**src/rtl/tx_fifo_if.sv**
```systemverilog
// Handshake bundle between the TX FIFO and its producers (APB CSR, DMA) and consumer (QSPI FSM).
// The slave modport is the FIFO side; the master modport is the controller side that drives it.
interface tx_fifo_if #(
    parameter int FIFO_DEPTH = 16,
    parameter int DATA_WIDTH = 32,
    parameter int LVL_W      = $clog2(FIFO_DEPTH) + 1
);
    logic                  fifo_tx_we_o;
    logic [DATA_WIDTH-1:0] fifo_tx_data_o;
    logic                  dma_wr_en;
    logic [DATA_WIDTH-1:0] dma_wr_data;
    logic                  dma_wr_ready;
    logic                  dma_req;
    logic [LVL_W-1:0]      tx_thresh;
    logic                  tx_flush;
    logic                  err_clr;
    logic                  tx_ren;
    logic [DATA_WIDTH-1:0] tx_data_fifo;
    logic                  tx_valid;
    logic [LVL_W-1:0]      tx_level;
    logic                  tx_full;
    logic                  tx_empty;
    logic                  overflow;
    logic                  underrun;

    modport slave (
        input  fifo_tx_we_o, fifo_tx_data_o, dma_wr_en, dma_wr_data,
               tx_thresh, tx_flush, err_clr, tx_ren,
        output dma_wr_ready, dma_req, tx_data_fifo, tx_valid, tx_level,
               tx_full, tx_empty, overflow, underrun
    );

    modport master (
        output fifo_tx_we_o, fifo_tx_data_o, dma_wr_en, dma_wr_data,
               tx_thresh, tx_flush, err_clr, tx_ren,
        input  dma_wr_ready, dma_req, tx_data_fifo, tx_valid, tx_level,
               tx_full, tx_empty, overflow, underrun
    );
endinterface

```
**src/rtl/tx_fifo.sv**
```systemverilog
// QSPI transmit FIFO: CSR-over-DMA push arbitration, first-word-fall-through head,
// watermark DMA request and sticky overflow/underrun flags.
module tx_fifo #(
    parameter int FIFO_DEPTH = 16,
    parameter int DATA_WIDTH = 32,
    parameter int LVL_W      = $clog2(FIFO_DEPTH) + 1
) (
    input  logic      clk,
    input  logic      rst,
    tx_fifo_if.slave  bus
);
    localparam int PTR_W = $clog2(FIFO_DEPTH);

    if (FIFO_DEPTH < 4 || (FIFO_DEPTH & (FIFO_DEPTH - 1)) != 0) begin : g_bad_depth
        $error("tx_fifo: FIFO_DEPTH must be a power of 2 and at least 4");
    end

    logic [DATA_WIDTH-1:0] mem [FIFO_DEPTH];
    logic [PTR_W-1:0]      wr_ptr;
    logic [PTR_W-1:0]      rd_ptr;
    logic [LVL_W-1:0]      level;
    logic                  overflow_q;
    logic                  underrun_q;

    logic                  full;
    logic                  empty;
    logic                  push_csr;
    logic                  push_dma;
    logic                  push;
    logic                  pop;
    logic [DATA_WIDTH-1:0] wdata;

    // Full/empty come from the registered level, so a push+pop on a full FIFO only pops
    // and a push+pop on an empty FIFO only pushes.
    assign full     = (level == LVL_W'(FIFO_DEPTH));
    assign empty    = (level == '0);
    assign push_csr = bus.fifo_tx_we_o & ~full;
    assign push_dma = bus.dma_wr_en & ~bus.fifo_tx_we_o & ~full;
    assign push     = push_csr | push_dma;
    assign pop      = bus.tx_ren & ~empty;
    assign wdata    = bus.fifo_tx_we_o ? bus.fifo_tx_data_o : bus.dma_wr_data;

    // NOTE: storage has no reset; only pointers and level define which entries are valid.
    always_ff @(posedge clk) begin
        if (push && !rst && !bus.tx_flush) begin
            mem[wr_ptr] <= wdata;
        end
    end

    // NOTE: all sequential state uses non-blocking assignments so every register samples
    // the same pre-edge values regardless of statement order.
    always_ff @(posedge clk) begin
        if (rst) begin
            wr_ptr     <= '0;
            rd_ptr     <= '0;
            level      <= '0;
            overflow_q <= 1'b0;
            underrun_q <= 1'b0;
        end else begin
            // A DMA push while full is back-pressured by dma_wr_ready, so only CSR writes overflow.
            if (bus.fifo_tx_we_o && full) begin
                overflow_q <= 1'b1;
            end else if (bus.err_clr) begin
                overflow_q <= 1'b0;
            end

            if (bus.tx_ren && empty) begin
                underrun_q <= 1'b1;
            end else if (bus.err_clr) begin
                underrun_q <= 1'b0;
            end

            if (bus.tx_flush) begin
                wr_ptr <= '0;
                rd_ptr <= '0;
                level  <= '0;
            end else begin
                if (push) begin
                    wr_ptr <= wr_ptr + PTR_W'(1);
                end
                if (pop) begin
                    rd_ptr <= rd_ptr + PTR_W'(1);
                end
                case ({push, pop})
                    2'b10:   level <= level + LVL_W'(1);
                    2'b01:   level <= level - LVL_W'(1);
                    default: level <= level;
                endcase
            end
        end
    end

    assign bus.tx_data_fifo = mem[rd_ptr];
    assign bus.tx_valid     = ~empty;
    assign bus.tx_level     = level;
    assign bus.tx_full      = full;
    assign bus.tx_empty     = empty;
    assign bus.overflow     = overflow_q;
    assign bus.underrun     = underrun_q;
    assign bus.dma_wr_ready = ~full & ~bus.fifo_tx_we_o;
    assign bus.dma_req      = (level <= bus.tx_thresh);
endmodule

```
**src/flat_wrapper.sv**
```systemverilog
// flat-port wrapper written by rule: the top's interface ports become plain ports
module tx_fifo_flat 
#(
    parameter int FIFO_DEPTH = 16,
    parameter int DATA_WIDTH = 32,
    parameter int LVL_W      = $clog2(FIFO_DEPTH) + 1
)
  (clk, rst, bus_fifo_tx_we_o, bus_fifo_tx_data_o, bus_dma_wr_en, bus_dma_wr_data, bus_tx_thresh, bus_tx_flush, bus_err_clr, bus_tx_ren, bus_dma_wr_ready, bus_dma_req, bus_tx_data_fifo, bus_tx_valid, bus_tx_level, bus_tx_full, bus_tx_empty, bus_overflow, bus_underrun);
  tx_fifo_if #(.FIFO_DEPTH(FIFO_DEPTH), .DATA_WIDTH(DATA_WIDTH), .LVL_W(LVL_W)) bus_i ();
  input  logic clk;
  input  logic rst;
  input wire logic [$bits(bus_i.fifo_tx_we_o)-1:0] bus_fifo_tx_we_o;
  input wire logic [$bits(bus_i.fifo_tx_data_o)-1:0] bus_fifo_tx_data_o;
  input wire logic [$bits(bus_i.dma_wr_en)-1:0] bus_dma_wr_en;
  input wire logic [$bits(bus_i.dma_wr_data)-1:0] bus_dma_wr_data;
  input wire logic [$bits(bus_i.tx_thresh)-1:0] bus_tx_thresh;
  input wire logic [$bits(bus_i.tx_flush)-1:0] bus_tx_flush;
  input wire logic [$bits(bus_i.err_clr)-1:0] bus_err_clr;
  input wire logic [$bits(bus_i.tx_ren)-1:0] bus_tx_ren;
  output wire logic [$bits(bus_i.dma_wr_ready)-1:0] bus_dma_wr_ready;
  output wire logic [$bits(bus_i.dma_req)-1:0] bus_dma_req;
  output wire logic [$bits(bus_i.tx_data_fifo)-1:0] bus_tx_data_fifo;
  output wire logic [$bits(bus_i.tx_valid)-1:0] bus_tx_valid;
  output wire logic [$bits(bus_i.tx_level)-1:0] bus_tx_level;
  output wire logic [$bits(bus_i.tx_full)-1:0] bus_tx_full;
  output wire logic [$bits(bus_i.tx_empty)-1:0] bus_tx_empty;
  output wire logic [$bits(bus_i.overflow)-1:0] bus_overflow;
  output wire logic [$bits(bus_i.underrun)-1:0] bus_underrun;
  assign bus_i.fifo_tx_we_o = bus_fifo_tx_we_o;
  assign bus_i.fifo_tx_data_o = bus_fifo_tx_data_o;
  assign bus_i.dma_wr_en = bus_dma_wr_en;
  assign bus_i.dma_wr_data = bus_dma_wr_data;
  assign bus_i.tx_thresh = bus_tx_thresh;
  assign bus_i.tx_flush = bus_tx_flush;
  assign bus_i.err_clr = bus_err_clr;
  assign bus_i.tx_ren = bus_tx_ren;
  assign bus_dma_wr_ready = bus_i.dma_wr_ready;
  assign bus_dma_req = bus_i.dma_req;
  assign bus_tx_data_fifo = bus_i.tx_data_fifo;
  assign bus_tx_valid = bus_i.tx_valid;
  assign bus_tx_level = bus_i.tx_level;
  assign bus_tx_full = bus_i.tx_full;
  assign bus_tx_empty = bus_i.tx_empty;
  assign bus_overflow = bus_i.overflow;
  assign bus_underrun = bus_i.underrun;
  tx_fifo #(.FIFO_DEPTH(FIFO_DEPTH), .DATA_WIDTH(DATA_WIDTH), .LVL_W(LVL_W)) u_core (.clk(clk), .rst(rst), .bus(bus_i));
endmodule
```
**config.mk**
```make
export PLATFORM = sky130hd
export DESIGN_NAME = tx_fifo_flat
export DESIGN_NICKNAME = d
export VERILOG_FILES = /design/src/rtl/tx_fifo_if.sv /design/src/rtl/tx_fifo.sv /design/src/flat_wrapper.sv
export SDC_FILE = /design/constraint.sdc
export NUM_CORES = 1
export LEC_CHECK = 0
export CORE_MARGIN = 3
export CORE_UTILIZATION = 25
export CTS_BUF_LIST = sky130_fd_sc_hd__clkbuf_2
export DETAILED_ROUTE_END_ITERATION = 8
export REMOVE_ABC_BUFFERS = 1
export SYNTH_ARGS = -nofsm -noshare
export SYNTH_HDL_FRONTEND = slang
export SYNTH_SLANG_ARGS = --single-unit
```
**constraint.sdc**
```tcl
create_clock -name clk -period 4 [get_ports clk]
set_clock_uncertainty 0.2 [all_clocks]
set_input_delay 0.8 -clock clk [delete_from_list [all_inputs] [get_ports clk]]
set_output_delay 0.8 -clock clk [all_outputs]
set_load 0.02 [all_outputs]
```
==> results of run 1 <==
## flip-flops by register name, indices dropped and copies added (netlist names), named ones only
signal	cells
u_core.bus.overflow	1
u_core.bus.tx_level	5
u_core.bus.underrun	1
u_core.mem	512
u_core.rd_ptr	4
u_core.wr_ptr	4
## logic make-up after synthesis
family / count (synthesis) / synth area share, %
xor gates and xnor gates: 8 / 0.337
AOI/OAI and AO/OA: 88 / 3.24
muxes: 163 / 15.7
adders and majority gates: 14 / 0.843
buffers and inverters: 66 / 1.45
DFF: 531 / 75.8
and+or+nand+nor: 100 / 2.57
## worst max-delay path: cells and delay by family, from the launching register on
family,cells,cell delay [ns]
buffers and inverters,5,0.71
muxes,1,0.49
DFF,1,0.40
AOI/OAI and AO/OA,1,0.15
and+or+nand+nor,1,0.11
## worst paths after layout
| path | end | depth (start not counted) |
|---|---|---|
| max | bus_tx_data_fifo[23] | 8 |
| min | u_core.bus.underrun$_SDFFE_PP0P_ | 4 |
| max reg2reg | u_core.bus.tx_level[4]$_SDFFE_PP0P_ | 9 |
| min reg2reg | u_core.rd_ptr[3]$_SDFFE_PP0N_ | 2 |
## report_power, final
part	switching [mW]	internal, mW
clock network	2.10	1.40
registers	0.0143	6.15
logic	0.329	0.298
## per-layer routing
metal	vias up	global-route usage (%)
li1	4714	-
met1	5650	14.9
met2	349	18.9
met3	84	3.08
met4	2	3.79
met5	-	0
## metrics by stage
step | power (mW) | hold slack [ns] | setup slack [ns]
global route | 10.8 | 0.116 | -0.119
CTS | 10.4 | 0.00957 | -0.139
detailed placement | 6.85 | 0.302 | 0.278
global placement | 6.83 | 0.291 | 0.219
floorplan | 6.60 | 0.266 | -3.30
finish | 10.3 | 0.209 | 0.0599
## repair_timing
item / in CTS / in global routing
hold buffers: 1 / 0
pin swaps: 45 / 16
gates cloned: 12 / 2
buffers inserted: 23 / 13
hold endpoints to repair: 2 / 0
gates resized for setup: 254 / 24
setup endpoints to repair: 37 / 26
## layout make-up
cell class | count | area share [%]
flip-flops and latches | 531 | 61.0
multi-input cells | 373 | 19.4
repair buffers | 206 | 9.67
well taps | 1070 | 5.18
clock buffers | 175 | 3.39
clock inverters | 46 | 1.09
inverters | 12 | 0.174
diodes | 3 | 0.0290
## cell usage after synthesis (all sizes together) (2+ instances only)
library cell  instances  area share (%)
o211ai                2           0.072
ha                   14            0.84
xor2                  4            0.17
clkbuf               20            0.36
or4                   3            0.13
buf                  34            0.87
nor2                 18            0.33
nor4                  2            0.13
xnor2                 4            0.17
nand4b                2           0.084
mux2i                 3            0.14
a21o                  3            0.11
nand2                34            0.61
a211oi                4            0.14
o21ai                 4            0.15
a21oi                 5            0.12
edfxtp              512              74
mux4                128              14
dfxtp                19             1.8
and3                  6            0.18
a22oi                64             2.3
inv                  12            0.22
nor2b                 5            0.15
mux2                 32             1.7
nand3                 6            0.14
and2                 15            0.45
==> metrics.md, run 1 <==
| Metric | Value |
|---|---|
| IO Count | `120` |
| Vias in the first global route | `11600` |
| CTS buffer count | `121` |
| Hold path start | `bus_err_clr` |
| Chip width | `294 um` |
| Final hold vios | `0` |
| Core Util, Final | `31.4%` |
| Crit. End Element | `output pin` |
| Fin. max-slew vios | `0` |
| Global-route wire length before repair | `74000 um` |
| CTS tree | `yes` |
| Register area | `15800 um2` |
| Final #Nets | `1335` |
| Initial antenna violation count | `3` |
| Deepest clock path buffer count | `3` |
| 1st-iter DRT viols | `894` |
| Critical Path RT | `3.00 ns` |
| Avg Cell Area, Syn | `21.4 um2` |
| Clock-pin slew on the worst setup and hold paths | `0.11 ns` |
| Netlist Area Pre-Place | `20800 um2` |
| Placed insts | `2143` |
| Finished Cell Area | `25800 um2` |
| Number of max-cap violations | `0` |
| Length of routed wiring on met1 | `21500 um` |
| Via Count | `10800` |
| CTS sink count | `531` |
| Syn Inst Count | `970` |
| DP Wirelength | `26600 um` |
| CP max FO | `6` |
| R2r setup slk | `0.93 ns` |
| Min-delay worst type | `in2reg` |
| Outcome | `finished, final reports clean` |
| Reg2reg start | `u_core.bus.tx_level[0]$_SDFFE_PP0P_` |
| Crit path DAT | `2.94 ns` |
| Die height | `294 um` |
| Total GRT Usage | `11.5%` |
| Initial core utilization | `25.3%` |
| Seq/Total Area, Yosys | `75.8%` |
| Worst Tran Pin Value | `0.719 ns` |
| Clock root buffer | `clkbuf_2` |
| P&R area growth vs syn | `24.3%` |
| CP startpoint kind | `flop` |
| Top_reg_cell synth | `edfxtp_1` |
| Setup tns final | `0 ns` |
| Crit-path slowest cell | `mux4_2` |
| Worst vdd ir | `0.156 mV` |
| Layout cells sized above 1 | `41.5%` |
| Crit path cell chain | `buf_6 -> buf_12 -> buf_16 -> buf_12 -> mux4_2 -> a22oi_2 -> nand2_2 -> buf_6` |
| DR WL/cell | `20.8 um` |
| Max-slew headroom | `52.0%` |
| Highest cell delay on the worst timing path | `0.49 ns` |
| WS Path Type | `reg2out` |
| TritonRoute pass-1 iters | `5` |
| FF+latch count, synth | `531` |
| Period utilization | `98.5%` |
| Leak pwr | `8.31 nW` |
| Vias per std cell | `4.47` |
| Routability congestion estimate | `0.697` |
| Worst-Skew Late Latency | `1.09 ns` |
| Min Tclk post-route | `3.94 ns` |
| Final Non-Filler Cells | `2416` |
| Commonest non-fill, non-tap cell in the layout | `edfxtp_1` |
| Post-synth cell types | `47` |
| Most frequent cells in the layout | `512 x edfxtp_1, 175 x clkbuf_2, 128 x mux4_2` |
| Port Buffer Count | `119` |
| Synth Warn # | `0` |
| Largest net degree at the start of global routing | `45` |
| # setup viols final | `0` |
| Max Clock Freq | `254 MHz` |
| Post-Route WL | `50200 um` |
| Post-DP Area | `23600 um2` |
| Antenna-violating nets left | `0` |
| RSZ-0062 raised after global routing | `true` |
| Met2 Wirelength | `24500 um` |
| Total grt overflow | `0` |
| Post-synth EDFFs | `512` |
| Pwr dens | `398 nW/um2` |
| Remaining DRCs | `0` |
| Area of the multi-input gates | `5030 um2` |
| Met3 WL | `3250 um` |
| Rows | `105` |
| Max layer used | `met5` |
| Fraction of registers with async set/reset | `0%` |
| DIE AREA | `86600 um2` |
| Placeable Area | `82200 um2` |
| Fillers | `7940` |
| H-tree level count | `3` |
Power figures use the tool's default switching activity.
==> run 2, diff against run 1 <==
CORE_MARGIN = 4   (was 3)
GPL_TIMING_DRIVEN = 1   (was unset)
==> run 2 against run 1 <==
Clock-buffer cell count rose by 23; non-clock buffer count down 20; total power grew 0.24%; largest cell class unchanged; cell area decreased by 0.39%.
==> metrics.md, run 2 (same netlist as run 1, synthesis figures left out) <==
| Metric | Value |
|---|---|
| NetSw | `2.42 mW` |
| Vias per std cell | `4.50` |
| RSZ-0062 raised after global routing | `true` |
| CP max FO | `7` |
| Most flop-heavy register | `u_core.mem` |
| Crit. End Element | `output pin` |
| Register area | `15800 um2` |
| Min-delay worst type | `in2reg` |
| Switching share of total power | `23.5%` |
| Final #Nets | `1328` |
| Sequential share of power | `59.8%` |
| Total grt overflow | `0` |
| DIE AREA | `87800 um2` |
| P_int | `7.89 mW` |
| Fin. max-slew vios | `0` |
| Worst-Skew Late Latency | `1.18 ns` |
| CP startpoint kind | `flop` |
| Fillers | `7975` |
| Vias in the first global route | `11500` |
| Max-slew headroom | `46.4%` |
| Worst vdd ir | `0.245 mV` |
| Leak pwr | `8.27 nW` |
| Commonest non-fill, non-tap cell in the layout | `edfxtp_1` |
| Crit path DAT | `2.98 ns` |
| Placed insts | `2137` |
| Layout cells sized above 1 | `42.1%` |
| Area of the multi-input gates | `5030 um2` |
| Clock root buffer | `clkbuf_2` |
| Largest net degree at the start of global routing | `51` |
| # setup viols final | `0` |
| WS Path Type | `reg2out` |
| CTS sink count | `531` |
| Placeable Area | `82200 um2` |
| Max Clock Freq | `251 MHz` |
| 1st-iter DRT viols | `829` |
| Deepest clock path buffer count | `3` |
| Port Buffer Count | `119` |
| Die height | `296 um` |
| Antenna-violating nets left | `0` |
| DP Wirelength | `24600 um` |
| Pwr dens | `401 nW/um2` |
| P&R area growth vs syn | `23.9%` |
| Remaining DRCs | `0` |
| Initial core utilization | `25.3%` |
| CTS tree | `yes` |
| Setup tns final | `0 ns` |
| Global-route wire length before repair | `73400 um` |
| Max reg flops | `512` |
| Total GRT Usage | `11.5%` |
| Rows | `105` |
| Final Non-Filler Cells | `2410` |
| Final hold vios | `0` |
| Critical Path RT | `3.00 ns` |
| Period utilization | `99.4%` |
| Outcome | `finished, final reports clean` |
| Routability congestion estimate | `0.683` |
| TritonRoute pass-1 iters | `5` |
| R2r setup slk | `0.95 ns` |
| Clock-pin slew on the worst setup and hold paths | `0.11 ns` |
| Worst Tran Pin Value | `0.804 ns` |
| Min Tclk post-route | `3.98 ns` |
| Combinational Power Share | `6.0%` |
| Initial antenna violation count | `2` |
| Via Count | `10800` |
| Overall power | `10.3 mW` |
| Chip width | `296 um` |
| Number of max-cap violations | `0` |
| CTS buffer count | `134` |
| Clock power share | `34.2%` |
| DR WL/cell | `21.2 um` |
| Most frequent cells in the layout | `512 x edfxtp_1, 198 x clkbuf_2, 128 x mux4_2` |
| H-tree level count | `4` |
| Post-Route WL | `51000 um` |
| IO Count | `120` |
-- run 2: cell types whose count changed in the layout (fill, tap and decap cells not counted), moves of 5 or more --
cell / delta
buf_4: -16
dlygate4sd3_1: +5
clkbuf_2: +23
clkinv_1: -14
nand2_1: -6
inv_2: +6
buf_6: -9
nand2_2: +6
-- run 2: power groups by stage --
stage	combinational (mW)	sequential (mW)	clock, mW
2_1_floorplan	0.284	6.32	0
3_3_place_gp	0.536	6.29	0
3_5_place_dp	0.554	6.30	0
4_1_cts	0.603	6.17	3.67
5_1_grt	0.668	6.17	3.99
6_report	0.617	6.17	3.53
-- run 2: timing repair --
action | CTS | global route
hold endpoints to repair | 6 | 0
pin swaps | 31 | 24
resized for setup | 226 | 46
endpoints found under the setup margin | 37 | 32
gates cloned | 10 | 4
hold buffers | 6 | 0
buffers inserted | 10 | 5
-- run 2: critical path, cell delays in order, from the launching register on --
cell and delay (ns):
dfxtp_4 0.39, buf_12 0.13, buf_12 0.12, buf_16 0.15, mux4_2 0.51, a22oi_1 0.19, nand2_2 0.14, buf_6 0.16
-- run 2: stage by stage --
step	hold WS, ns	worst slack (ns)	utilization (%)	area, um2
after global routing	0.120	-0.207	31.3	25700
after global placement	0.297	0.257	28.7	23600
after detailed placement	0.303	0.180	28.7	23600
after floorplan	0.266	-3.30	-	20500
after CTS	0.0638	-0.232	30.9	25400
final	0.293	0.0229	31.3	25700
-- run 2: area by class of cell --
class / instances / share of cell area, %
repair buffers: 186 / 9.20
flip-flops and latches: 531 / 61.3
well taps: 1070 / 5.20
inverters: 12 / 0.175
multi-input cells: 373 / 19.5
clock inverters: 34 / 0.724
clock buffers: 198 / 3.85
diodes: 6 / 0.0583
-- run 2: final timing paths --
| check | cells after the start | endpoint | startpoint |
|---|---|---|---|
| hold / removal | 4 | u_core.rd_ptr[3]$_SDFFE_PP0N_ | bus_tx_ren |
| hold reg to reg | 2 | u_core.rd_ptr[3]$_SDFFE_PP0N_ | u_core.rd_ptr[3]$_SDFFE_PP0N_ |
| setup / recovery | 7 | bus_tx_data_fifo[1] | flop |
| setup reg to reg | 10 | u_core.bus.tx_level[2]$_SDFFE_PP0P_ | u_core.bus.tx_level[0]$_SDFFE_PP0P_ |
-- run 2: routing by layer --
| layer | track usage, % | part of all wire, % | vias up |
|---|---|---|---|
| li1 | - | - | 4716 |
| met1 | 15.3 | 44 | 5682 |
| met2 | 18.5 | 48 | 388 |
| met3 | 3.17 | 6.5 | 61 |
| met4 | 3.76 | 1.6 | 0 |
| met5 | 0 | 0 | - |
